`src/rtl/alu_arbiter.sv`:
```
// Two-port arbiter and sequencer for the shared single-cycle ALU, with an ID-tagged response bus.
// Latency: handshake in N, alu_en in N+1, alu_done expected in N+2, resp_valid in N+3. Next accept is in N+4 at the earliest.
// Backpressure: req_ready is high only in IDLE, so one operation is outstanding at a time. Responses cannot be stalled.
//
// Ports:
//   clk, rst                  clock and synchronous active-high reset
//   req_valid/req_ready       per-port request handshake (bit i = port i)
//   req{0,1}_op/_a/_b         opcode and operands, latched on handshake
//   resp_*                    one-cycle response strobe plus persistent captured data
//   busy                      controller is not in IDLE
//   alu_en/control/srcA/srcB  drive to the ALU (one-cycle enable pulse)
//   alu_result/hi/lo/overflow/done/zero  ALU outputs and status
module alu_arbiter #(
  parameter bit RR_EN   = 1'b1,
  parameter int TIMEOUT = 8
) (
  input  logic        clk,
  input  logic        rst,
  input  logic [1:0]  req_valid,
  output logic [1:0]  req_ready,
  input  logic [3:0]  req0_op,
  input  logic [31:0] req0_a,
  input  logic [31:0] req0_b,
  input  logic [3:0]  req1_op,
  input  logic [31:0] req1_a,
  input  logic [31:0] req1_b,
  output logic        resp_valid,
  output logic        resp_id,
  output logic [31:0] resp_result,
  output logic [31:0] resp_hi,
  output logic [31:0] resp_lo,
  output logic        resp_ovf,
  output logic        resp_zero,
  output logic        resp_err,
  output logic        busy,
  output logic        alu_en,
  output logic [3:0]  alu_control,
  output logic [31:0] alu_srcA,
  output logic [31:0] alu_srcB,
  input  logic [31:0] alu_result,
  input  logic [31:0] alu_hi,
  input  logic [31:0] alu_lo,
  input  logic        alu_overflow,
  input  logic        alu_done,
  input  logic        alu_zero
);

  typedef enum logic [1:0] {IDLE, ISSUE, WAIT, RESP} state_t;

  // Last WAIT cycle index; WAIT lasts at most TIMEOUT cycles.
  localparam logic [7:0] WD_LAST = 8'(TIMEOUT - 1);

  state_t      state_q;
  state_t      state_d;
  logic        last_grant;
  logic        sel_vld;
  logic        sel_id;
  logic        hs;
  logic        cap_done;
  logic        cap_to;
  logic [7:0]  wd_cnt;
  logic [3:0]  op_q;
  logic [31:0] a_q;
  logic [31:0] b_q;
  logic        id_q;

  // Port selection. On contention, round-robin picks the port that was not
  // granted last; fixed priority always favours port 0.
  always_comb begin
    sel_vld = |req_valid;
    sel_id  = 1'b0;
    case (req_valid)
      2'b10:   sel_id = 1'b1;
      2'b11:   sel_id = RR_EN ? ~last_grant : 1'b0;
      default: sel_id = 1'b0;
    endcase
  end

  assign req_ready = (state_q == IDLE && sel_vld) ? (sel_id ? 2'b10 : 2'b01) : 2'b00;
  assign hs        = |(req_valid & req_ready);

  // Next-state logic. alu_done takes precedence over watchdog expiry in the
  // same cycle, so a late-but-valid result is never discarded.
  always_comb begin
    state_d  = state_q;
    cap_done = 1'b0;
    cap_to   = 1'b0;
    case (state_q)
      IDLE: begin
        if (hs) state_d = ISSUE;
      end
      ISSUE: begin
        state_d = WAIT;
      end
      WAIT: begin
        if (alu_done) begin
          cap_done = 1'b1;
          state_d  = RESP;
        end else if (wd_cnt == WD_LAST) begin
          cap_to  = 1'b1;
          state_d = RESP;
        end
      end
      RESP: begin
        state_d = IDLE;
      end
      default: state_d = IDLE;
    endcase
  end

  always_ff @(posedge clk) begin
    if (rst) begin
      state_q     <= IDLE;
      alu_en      <= 1'b0;
      resp_valid  <= 1'b0;
      resp_id     <= 1'b0;
      resp_result <= '0;
      resp_hi     <= '0;
      resp_lo     <= '0;
      resp_ovf    <= 1'b0;
      resp_zero   <= 1'b0;
      resp_err    <= 1'b0;
      op_q        <= '0;
      a_q         <= '0;
      b_q         <= '0;
      id_q        <= 1'b0;
      last_grant  <= 1'b1;
      wd_cnt      <= '0;
    end else begin
      state_q    <= state_d;
      // Both strobes are decoded from the next state so they are clean
      // register outputs aligned with ISSUE and RESP respectively.
      alu_en     <= (state_d == ISSUE);
      resp_valid <= (state_d == RESP);

      // Requester inputs may change right after the handshake; only the
      // latched copy drives the ALU.
      if (hs) begin
        op_q       <= sel_id ? req1_op : req0_op;
        a_q        <= sel_id ? req1_a  : req0_a;
        b_q        <= sel_id ? req1_b  : req0_b;
        id_q       <= sel_id;
        last_grant <= sel_id;
      end

      if (state_q == ISSUE) begin
        wd_cnt <= '0;
      end else if (state_q == WAIT) begin
        wd_cnt <= wd_cnt + 8'd1;
      end

      if (cap_done) begin
        resp_result <= alu_result;
        resp_hi     <= alu_hi;
        resp_lo     <= alu_lo;
        resp_ovf    <= alu_overflow;
        resp_zero   <= alu_zero;
        resp_err    <= 1'b0;
      end else if (cap_to) begin
        resp_result <= '0;
        resp_hi     <= '0;
        resp_lo     <= '0;
        resp_ovf    <= 1'b0;
        resp_zero   <= 1'b0;
        resp_err    <= 1'b1;
      end

      if (state_d == RESP) resp_id <= id_q;
    end
  end

  assign busy        = (state_q != IDLE);
  assign alu_control = op_q;
  assign alu_srcA    = a_q;
  assign alu_srcB    = b_q;

endmodule

```
`config.mk`:
```
export PLATFORM = sky130hd
export DESIGN_NAME = alu_arbiter
export DESIGN_NICKNAME = d
export VERILOG_FILES = /design/src/rtl/alu_arbiter.sv
export SDC_FILE = /design/constraint.sdc
export NUM_CORES = 1
export LEC_CHECK = 0
export CAP_MARGIN = 30
export CORE_AREA = 2 2 161 163
export CTS_CLUSTER_SIZE = 40
export DETAILED_ROUTE_END_ITERATION = 10
export DIE_AREA = 0 0 163 165
export PLACE_DENSITY = 0.73
export SYNTH_ARGS = -nofsm -noshare
export SYNTH_HDL_FRONTEND = slang
export SYNTH_SLANG_ARGS = --single-unit
```
`constraint.sdc`:
```
create_clock -name clk -period 2.4 [get_ports clk]
set_input_delay 0.72 -clock clk [delete_from_list [all_inputs] [get_ports clk]]
set_output_delay 0.72 -clock clk [all_outputs]
set_load 0.02 [all_outputs]
```
==> out/metrics.cfg <==
[cts]
clk_latency_ns=0.43
cts_tree=done
numCtsBuffers=17
cts-root-buf=clkbuf_16
clock-sinks=182
htreeDepth=4
clk_pin_slew_ns=0.07
post-cts-setup-buffers=0
cts.path.max_buffers=2

[detailed_routing]
vias_per_cell=4.61
first_pass_iters=4
vias=6668
top_layer=met4
wl_per_cell_um=16.4
wl_met1_um=9500
detail_route.wirelength_um=23800
initialDrtViolationCount=393
met3_wirelength_um=2250
routed-wl-met2_um=11600
drc=0
ant_nets=0

[worst_setup_path]
cp_slowest_cell=dfxtp_1
cp-start-kind=register
critical_path_buf_inv_count=2
end_kind=output pin
critPathMaxFanout=4
arrival_ns=1.51
rr_startpoint=state_q[0]$_SDFF_PP0_
max_stage_delay_ns=0.37
path_cells=inv_1 -> ha_1 -> o21ai_1 -> nor2_1 -> buf_2
worstPathRequired_ns=1.68
critPathKind=reg -> out
cp-startpoint=state_q[0]$_SDFF_PP0_
critPathTopFamily=flip-flops

[timing]
hold_ws_ns=0.477
max-slew-margin-rel_pct=65.4
skew_ns=0.0209
finalMaxSlewViolations=0
period_minus_slack_ns=2.23
grt_setup_unrepaired=false
fin_crit_sh_pct=92.9
max_freq_mhz=448
finalSetupViolations=0
tightestPinTransition_ns=0.519
setup_tns_ns=0
hold_viol_final=0

[cells_and_area]
final_core_util_pct=48.4
nets=1347
area_delta_synth_final_pct=73.3
finalNonFillerCells=1447
mostFrequentLayoutCell=clkdlybuf4s50_1
drive_gt1_share_pct=7.44
final_cell_mix=clkdlybuf4s50_1 (405), dfxtp_1 (182), nor2_1 (177)

[yosys]
synth.avg_cell_area_um2=9.86
synth_warnings=0
synth_area_leaders=dfxtp_1 (52%), mux2i_1 (10%), nor2_1 (9.5%)
synth-seq-cells=182
syn_area_mm2=0.00700
synth_top_area_share_pct=52.1
ys_seq_area_share_pct=52.1
yosys.area.top_type=dfxtp_1
synth_cell_types=34
syn-num-nets=954
synthCells=710

[floorplanning]
die_w_um=163
die_h_um=165
ios=412
die_area_mm2=0.0269
initial_core_util_pct=28.0
coreArea_mm2=0.0250
row_count=58

[pwr]
vdd_drop_max_mv=0.610
cellPowerDensity_mw_per_mm2=978
finalPower_mw=11.9
p_leak_nw=4.46

[run]
drv_cap=0

[grt]
grt-ovfl-total=0
antenna_found_initial=1
grt_pass1_wl_um=35700
grt.total_usage_pct=17.0
grt_max_degree=99
grt_pass1_vias=6536

[min_path]
min-delay-start=resp_id$_SDFFE_PP0N_
hold_path_class=reg -> reg

[placed_design]
gp_congestion=0.765
hpwl_um=17800
dp_cells=1414
portBuffers=411

[outcome]
status=finished clean

metrics by stage:
step	setup slack (ns)	instance area, µm²
after global routing	0.0439	12100
after detailed placement	-0.542	11500
after floorplan	0.181	7000
final	0.170	12100
after global placement	-0.506	11500
after CTS	0.0131	12100
timing repair:
item | 4_1_cts | 5_1_grt
hold buffers | 0 | 0
resized for setup | 16 | 2
pin swaps | 0 | 0
endpoints found under the setup margin | 3 | 1
state kept, by name (all words and copies together), names as in the netlist:
name / count
alu_srcA: 32
resp_ovf: 1
resp_lo: 32
resp_result: 32
state_q: 2
resp_valid: 1
resp_id: 1
resp_err: 1
resp_hi: 32
wd_cnt: 8
resp_zero: 1
last_grant: 1
alu_en: 1
id_q: 1
alu_control: 4
alu_srcB: 32
final cells by class:
cell class	count	area, µm²
clock buffer	19	443
clock inverter	13	154
sequential	182	3640
inverter	3	11.3
multi-input combinational	459	3040
antenna	1	2.50
fill	2338	12900
tap	330	413
timing repair buffer	440	4420
worst register-to-register path, stage by stage, from the launching register on:
cell and delay (ns):
dfxtp_1 0.37, inv_1 0.09, ha_1 0.27, and2_4 0.18, a41oi_4 0.22, buf_12 0.20
buf_12 0.20, a22oi_1 0.09, nor2_1 0.13
where the power goes:
group          switching [mW]  internal, mW  total, mW
Clock                    1.33          1.52       2.85
Sequential              0.353          3.68       4.03
Combinational            2.59          2.39       4.98
Total                    4.28          7.59       11.9
routing by layer:
metal,global-route usage (%),vias up
met5,0,-
met1,19.1,3037
met3,6.25,22
met4,5.83,0
li1,-,3331
met2,29.6,278
synthesized netlist by cell type (all sizes together):
cell / n
a211o: 1
a21boi: 1
ha: 5
and2: 3
mux2i: 70
a211oi: 69
nor2b: 2
nor4bb: 1
xor2: 4
nor2: 177
o21ai: 4
nand4: 3
a22oi: 98
and3: 1
a41oi: 1
or2: 1
inv: 3
nand2: 4
dfxtp: 182
o21a: 1
xnor2: 1
nor4b: 1
clkbuf: 38
or3: 2
buf: 28
nand2b: 3
a21oi: 6
cell families after synthesis:
family | synth area share [%]
AO/OA/AOI/OAI | 20.0
buffers and inverters | 4.97
XOR/XNOR | 0.626
adder cells (fa/ha/maj) | 0.894
multiplexers | 10.0
flip-flops | 52.1
AND/OR/NAND/NOR | 11.4
final timing paths:
check,end,slack (ns),cells past startpoint
max,req_ready[0],0.17,5
min,resp_id$_SDFFE_PP0N_,0.48,2
max reg2reg,resp_lo[5]$_SDFFE_PP0P_,0.57,8
min reg2reg,resp_id$_SDFFE_PP0N_,0.48,2
(Power assumes the default switching activity.)
